File: config.mk
export PLATFORM = sky130hd
export DESIGN_NAME = envelope_vca
export DESIGN_NICKNAME = d
export VERILOG_FILES = /design/src/rtl/envelope_vca.sv
export SDC_FILE = /design/constraint.sdc
export NUM_CORES = 1
export LEC_CHECK = 0
export BUFFER_PORTS_ARGS = -buffer_cell sky130_fd_sc_hd__buf_4
export CORE_MARGIN = 5
export CORE_UTILIZATION = 40
export DETAILED_ROUTE_END_ITERATION = 7
export SYNTH_ARGS = -nofsm -noshare
export SYNTH_HDL_FRONTEND = slang
export SYNTH_SLANG_ARGS = --single-unit
File: constraint.sdc
create_clock -name clk -period 3.3 [get_ports clk]
set_input_delay 0.165 -clock clk [delete_from_list [all_inputs] [get_ports clk]]
set_output_delay 0.165 -clock clk [all_outputs]
set_load 0.02 [all_outputs]
File: src/rtl/envelope_vca.sv
// Attack/sustain/release envelope driving a PWM gate on a square oscillator.
// Level moves one LSB per rate step; pwmout lags osc_in by one clock; no backpressure.
module envelope_vca #(
  parameter int TICK_DIV    = 256,
  parameter int LEVEL_WIDTH = 8
) (
  input  logic                   clk,
  input  logic                   rst,
  input  logic                   gate,
  input  logic                   osc_in,
  input  logic [3:0]             attack_rate,
  input  logic [3:0]             release_rate,
  output logic [LEVEL_WIDTH-1:0] level,
  output logic                   busy,
  output logic                   pwmout
);

  localparam int TW = $clog2(TICK_DIV);
  localparam logic [TW-1:0]          TICK_LAST = TW'(TICK_DIV - 1);
  localparam logic [LEVEL_WIDTH-1:0] LVL_MAX   = '1;

  typedef enum logic [1:0] {
    ST_IDLE,
    ST_ATTACK,
    ST_SUSTAIN,
    ST_RELEASE
  } state_t;

  state_t                 state_q, state_d;
  logic [TW-1:0]          tick_cnt_q, tick_cnt_d;
  logic [3:0]             rate_cnt_q, rate_cnt_d;
  logic [LEVEL_WIDTH-1:0] level_q, level_d;
  logic [LEVEL_WIDTH-1:0] pwm_cnt_q, pwm_cnt_d;
  logic [LEVEL_WIDTH-1:0] pwm_level_q, pwm_level_d;
  logic                   pwmout_q, pwmout_d;

  logic       tick;
  logic       rate_hit;
  logic [3:0] active_rate;

  always_comb begin
    tick        = (tick_cnt_q == TICK_LAST);
    tick_cnt_d  = tick ? '0 : tick_cnt_q + 1'b1;
    active_rate = (state_q == ST_RELEASE) ? release_rate : attack_rate;
    rate_hit    = tick && (rate_cnt_q == active_rate);

    state_d = state_q;
    level_d = level_q;
    // A gate transition takes priority over a pending level step.
    case (state_q)
      ST_IDLE: begin
        level_d = '0;
        if (gate) state_d = ST_ATTACK;
      end
      ST_ATTACK: begin
        if (!gate) begin
          state_d = ST_RELEASE;
        end else if (rate_hit) begin
          level_d = (level_q == LVL_MAX) ? LVL_MAX : level_q + 1'b1;
          if (level_d == LVL_MAX) state_d = ST_SUSTAIN;
        end
      end
      ST_SUSTAIN: begin
        level_d = LVL_MAX;
        if (!gate) state_d = ST_RELEASE;
      end
      ST_RELEASE: begin
        if (gate) begin
          state_d = ST_ATTACK;
        end else if (rate_hit) begin
          level_d = (level_q == '0) ? '0 : level_q - 1'b1;
          if (level_d == '0) state_d = ST_IDLE;
        end
      end
      default: state_d = ST_IDLE;
    endcase

    rate_cnt_d = rate_cnt_q;
    if ((state_d != state_q) || (state_q == ST_IDLE) || (state_q == ST_SUSTAIN)) begin
      rate_cnt_d = '0;
    end else if (rate_hit) begin
      rate_cnt_d = '0;
    end else if (tick) begin
      rate_cnt_d = rate_cnt_q + 4'd1;
    end

    // Shadow level only changes at the PWM period boundary to avoid mid-period glitches.
    pwm_cnt_d   = pwm_cnt_q + 1'b1;
    pwm_level_d = (pwm_cnt_q == LVL_MAX) ? level_q : pwm_level_q;
    pwmout_d    = osc_in && (pwm_cnt_q < pwm_level_q);
  end

  always_ff @(posedge clk) begin
    if (!rst) begin
      state_q     <= ST_IDLE;
      tick_cnt_q  <= '0;
      rate_cnt_q  <= '0;
      level_q     <= '0;
      pwm_cnt_q   <= '0;
      pwm_level_q <= '0;
      pwmout_q    <= 1'b0;
    end else begin
      state_q     <= state_d;
      tick_cnt_q  <= tick_cnt_d;
      rate_cnt_q  <= rate_cnt_d;
      level_q     <= level_d;
      pwm_cnt_q   <= pwm_cnt_d;
      pwm_level_q <= pwm_level_d;
      pwmout_q    <= pwmout_d;
    end
  end

  assign level  = level_q;
  assign busy   = (state_q != ST_IDLE);
  assign pwmout = pwmout_q;

endmodule

==> impl_metrics.toml <==
[run_status]
status = "complete, no violations"

[synth]
synthFlopType = "dfxtp_1"
ys_seq_area_share_pct = 31.7
synth_top_area_share_pct = 31.7
synthDistinctLibCells = 54
yosys.area_share.adder_pct = 6.60
synth_xor_area_share_pct = 8.17
synth_fp_nets = 311
synth_mux_area_share_pct = 8.57
async_reset_ff_share_pct = 0
synth-edff-count = 0
ys.warnings.count = 0
synth.top_cells.by_area = "dfxtp_1 (32%), mux2i_1 (8.1%), ha_1 (6.6%)"
synth_top_area_cell = "dfxtp_1"
synth_top_family_by_area = "simple AND/OR/NAND/NOR gates"
synthCells = 286
avgSynthCellArea_um2 = 8.62
synth_compound_area_share_pct = 13.9
synthSimpleGateAreaFrac_pct = 24.0
synth_area_mm2 = 0.00247
synth_seq_cells = 39

[clock_tree]
cts_sinks = 39
clk-insertion-delay-late_ns = 0.28
cts_tree = "done"
path_clk_slew_ns = 0.07
hold_buffers = 0
htree_levels = 2
cts_setup_buffers = 0
cts-buffers-inserted = 5
cts-root-buf = "clkbuf_8"
cts_buffer_depth = 2
cts_resized = 0

[drt]
vias_per_cell = 5.36
vias = 1993
drtIter0Drc = 80
drc = 0
ant_nets = 0
finalWirelength_um = 5170
post_drt_wl_per_cell_um = 13.9
firstDrtPassIters = 4

[placement]
dpl.hpwl_um = 3840
dpl.cell_count = 365
place_congestion = 0.837
pre_cts_slack_ns = 0.934
portBuffers = 21

[run]
maxCapViolCount = 0

[timing]
rsz0062_at_grt = "false"
fin_tns_setup_ns = 0
max_freq_ghz = 0.416
report.final.slew_viol_count = 0
finalHoldViolCount = 0
fin_crit_ns = 2.41
slew_headroom_pct = 55.0
finalClockSkew_ns = 0.00489
holdWs_ns = 0.126
tightest_slew_ns = 0.670
setup_viol = 0
period_share_pct = 72.9
setup_ws_ns = 0.895

[global_routing]
grt_antenna_before_repair = 0
gr-total-overflow = 0
grt_pass1_wl_um = 8850
grt_pass1_vias = 1875
grtUsageTotal_pct = 14.2
grt_start_max_net_pins = 39

[critical_path]
critical_path_peak_fanout = 16
path_class = "reg -> reg"
slowest_delay_ns = 0.64
start_kind = "register"
worstPathBufferInverterCount = 0
crit_path_cell_trace = "and2_4, mux2i_1, xor2_1, nand4_2, o21a_1, o41ai_2"
cp_slowest_cell = "dfxtp_1"
crit_arrival_ns = 2.60
crit_family = "compound AO/OA/AOI/OAI gates"
crit_required_ns = 3.49
cp-end-kind = "register"

[final_layout]
layout_commonest_cell = "dfxtp_1"
area_delta_synth_final_pct = 8.83
n_fill_cell = 616
ff_latch_area_um2 = 781
diodes = 0
final_cells = 372
most-common-layout-cells = "dfxtp_1 (39), nand2_1 (29), buf_4 (21)"
multi_input_area_mm2 = 0.00151
finalNetCount = 322
drive_above_1_share_pct = 12.5

[floorplan]
dieArea_mm2 = 0.00784
core_mm2 = 0.00596
ios = 22
num_rows = 28
die-height_um = 88.5
initial_core_util_pct = 41.4
die_w_um = 88.5

[power_and_ir_drop]
ir_drop_mv = 0.186
power.leakage_nw = 1.02
p_per_area_mw_per_mm2 = 382
total_power_w = 0.00103

[min_path]
hold_class = "in -> reg"
## registers in the layout (all words and copies together), names as in the netlist
name,count
rate_cnt_q,4
pwmout,1
pwm_cnt_q,8
pwm_level_q,8
level,8
state_q,2
tick_cnt_q,8
## where the power goes
group,total (W),internal [W],switching [W]
sequential,0.000515,0.000485,0.0000305
combinational,0.000185,0.0000831,0.000102
clock,0.000325,0.000164,0.000161
total,0.00103,0.000732,0.000293
## synthesized netlist by cell type, drive strengths merged (2+ instances only)
cell	n
a211oi	2
a21boi	3
a21o	5
a21oi	5
a31oi	6
and2	9
and3	2
and4	2
buf	5
clkbuf	12
dfxtp	39
ha	13
inv	14
mux2i	20
nand2	29
nand2b	3
nand3	12
nand3b	4
nand4	5
nand4b	2
nor2	17
nor2b	11
nor3	5
nor3b	2
o2111ai	2
o21a	2
o21ai	14
o21bai	2
o41ai	2
or3	2
xnor2	11
xor2	12
## layout make-up
cell class / count / area share (%)
multi-input combinational: 216 / 56.3
sequential: 39 / 29.1
timing repair buffer: 21 / 5.87
tap: 75 / 3.50
clock buffer: 6 / 3.08
inverter: 14 / 1.96
clock inverter: 1 / 0.186
## logic make-up (layout without fill, tap and decap cells)
logic type      Yosys count  in the layout
fa+ha+maj                13             13
buf+inv                  31             42
xor+xnor                 23             23
flops                    39             39
mux                      21             21
simple gates            109            109
compound gates           50             50
## final timing paths
| kind | start | to | slack [ns] | cells past startpoint |
|---|---|---|---|---|
| worst max-delay path | state_q[1] | level[2] | 0.89 | 6 |
| worst min-delay path | gate | state_q[0] | 0.13 | 2 |
| worst max register to register | state_q[1] | level[2] | 0.89 | 6 |
| worst min register to register | tick_cnt_q[0] | tick_cnt_q[0] | 0.47 | 1 |
## metal layers
metal  global-route usage [%]  share of wire [%]  vias to the layer above
met2                     23.0                 45                       42
li1                         -                  -                     1021
met1                     18.7                 49                      921
met5                        0                  0                        -
met4                     4.67                1.8                        0
met3                     3.26                4.7                        9
## per-stage QoR
stage          cell area, um^2  utilization [%]
5_1_grt                   2680             45.1
4_1_cts                   2680             45.1
6_report                  2680             45.1
3_5_place_dp              2600             43.6
3_3_place_gp              2600             43.6
2_1_floorplan             2470                -
## worst register-to-register path, delay by kind of cell (launching register included)
family	cells	cell delay [ns]
mux	1	0.23
flops	1	0.64
xor+xnor	1	0.23
simple gates	2	0.48
compound gates	2	0.73
(Power assumes the default switching activity.)
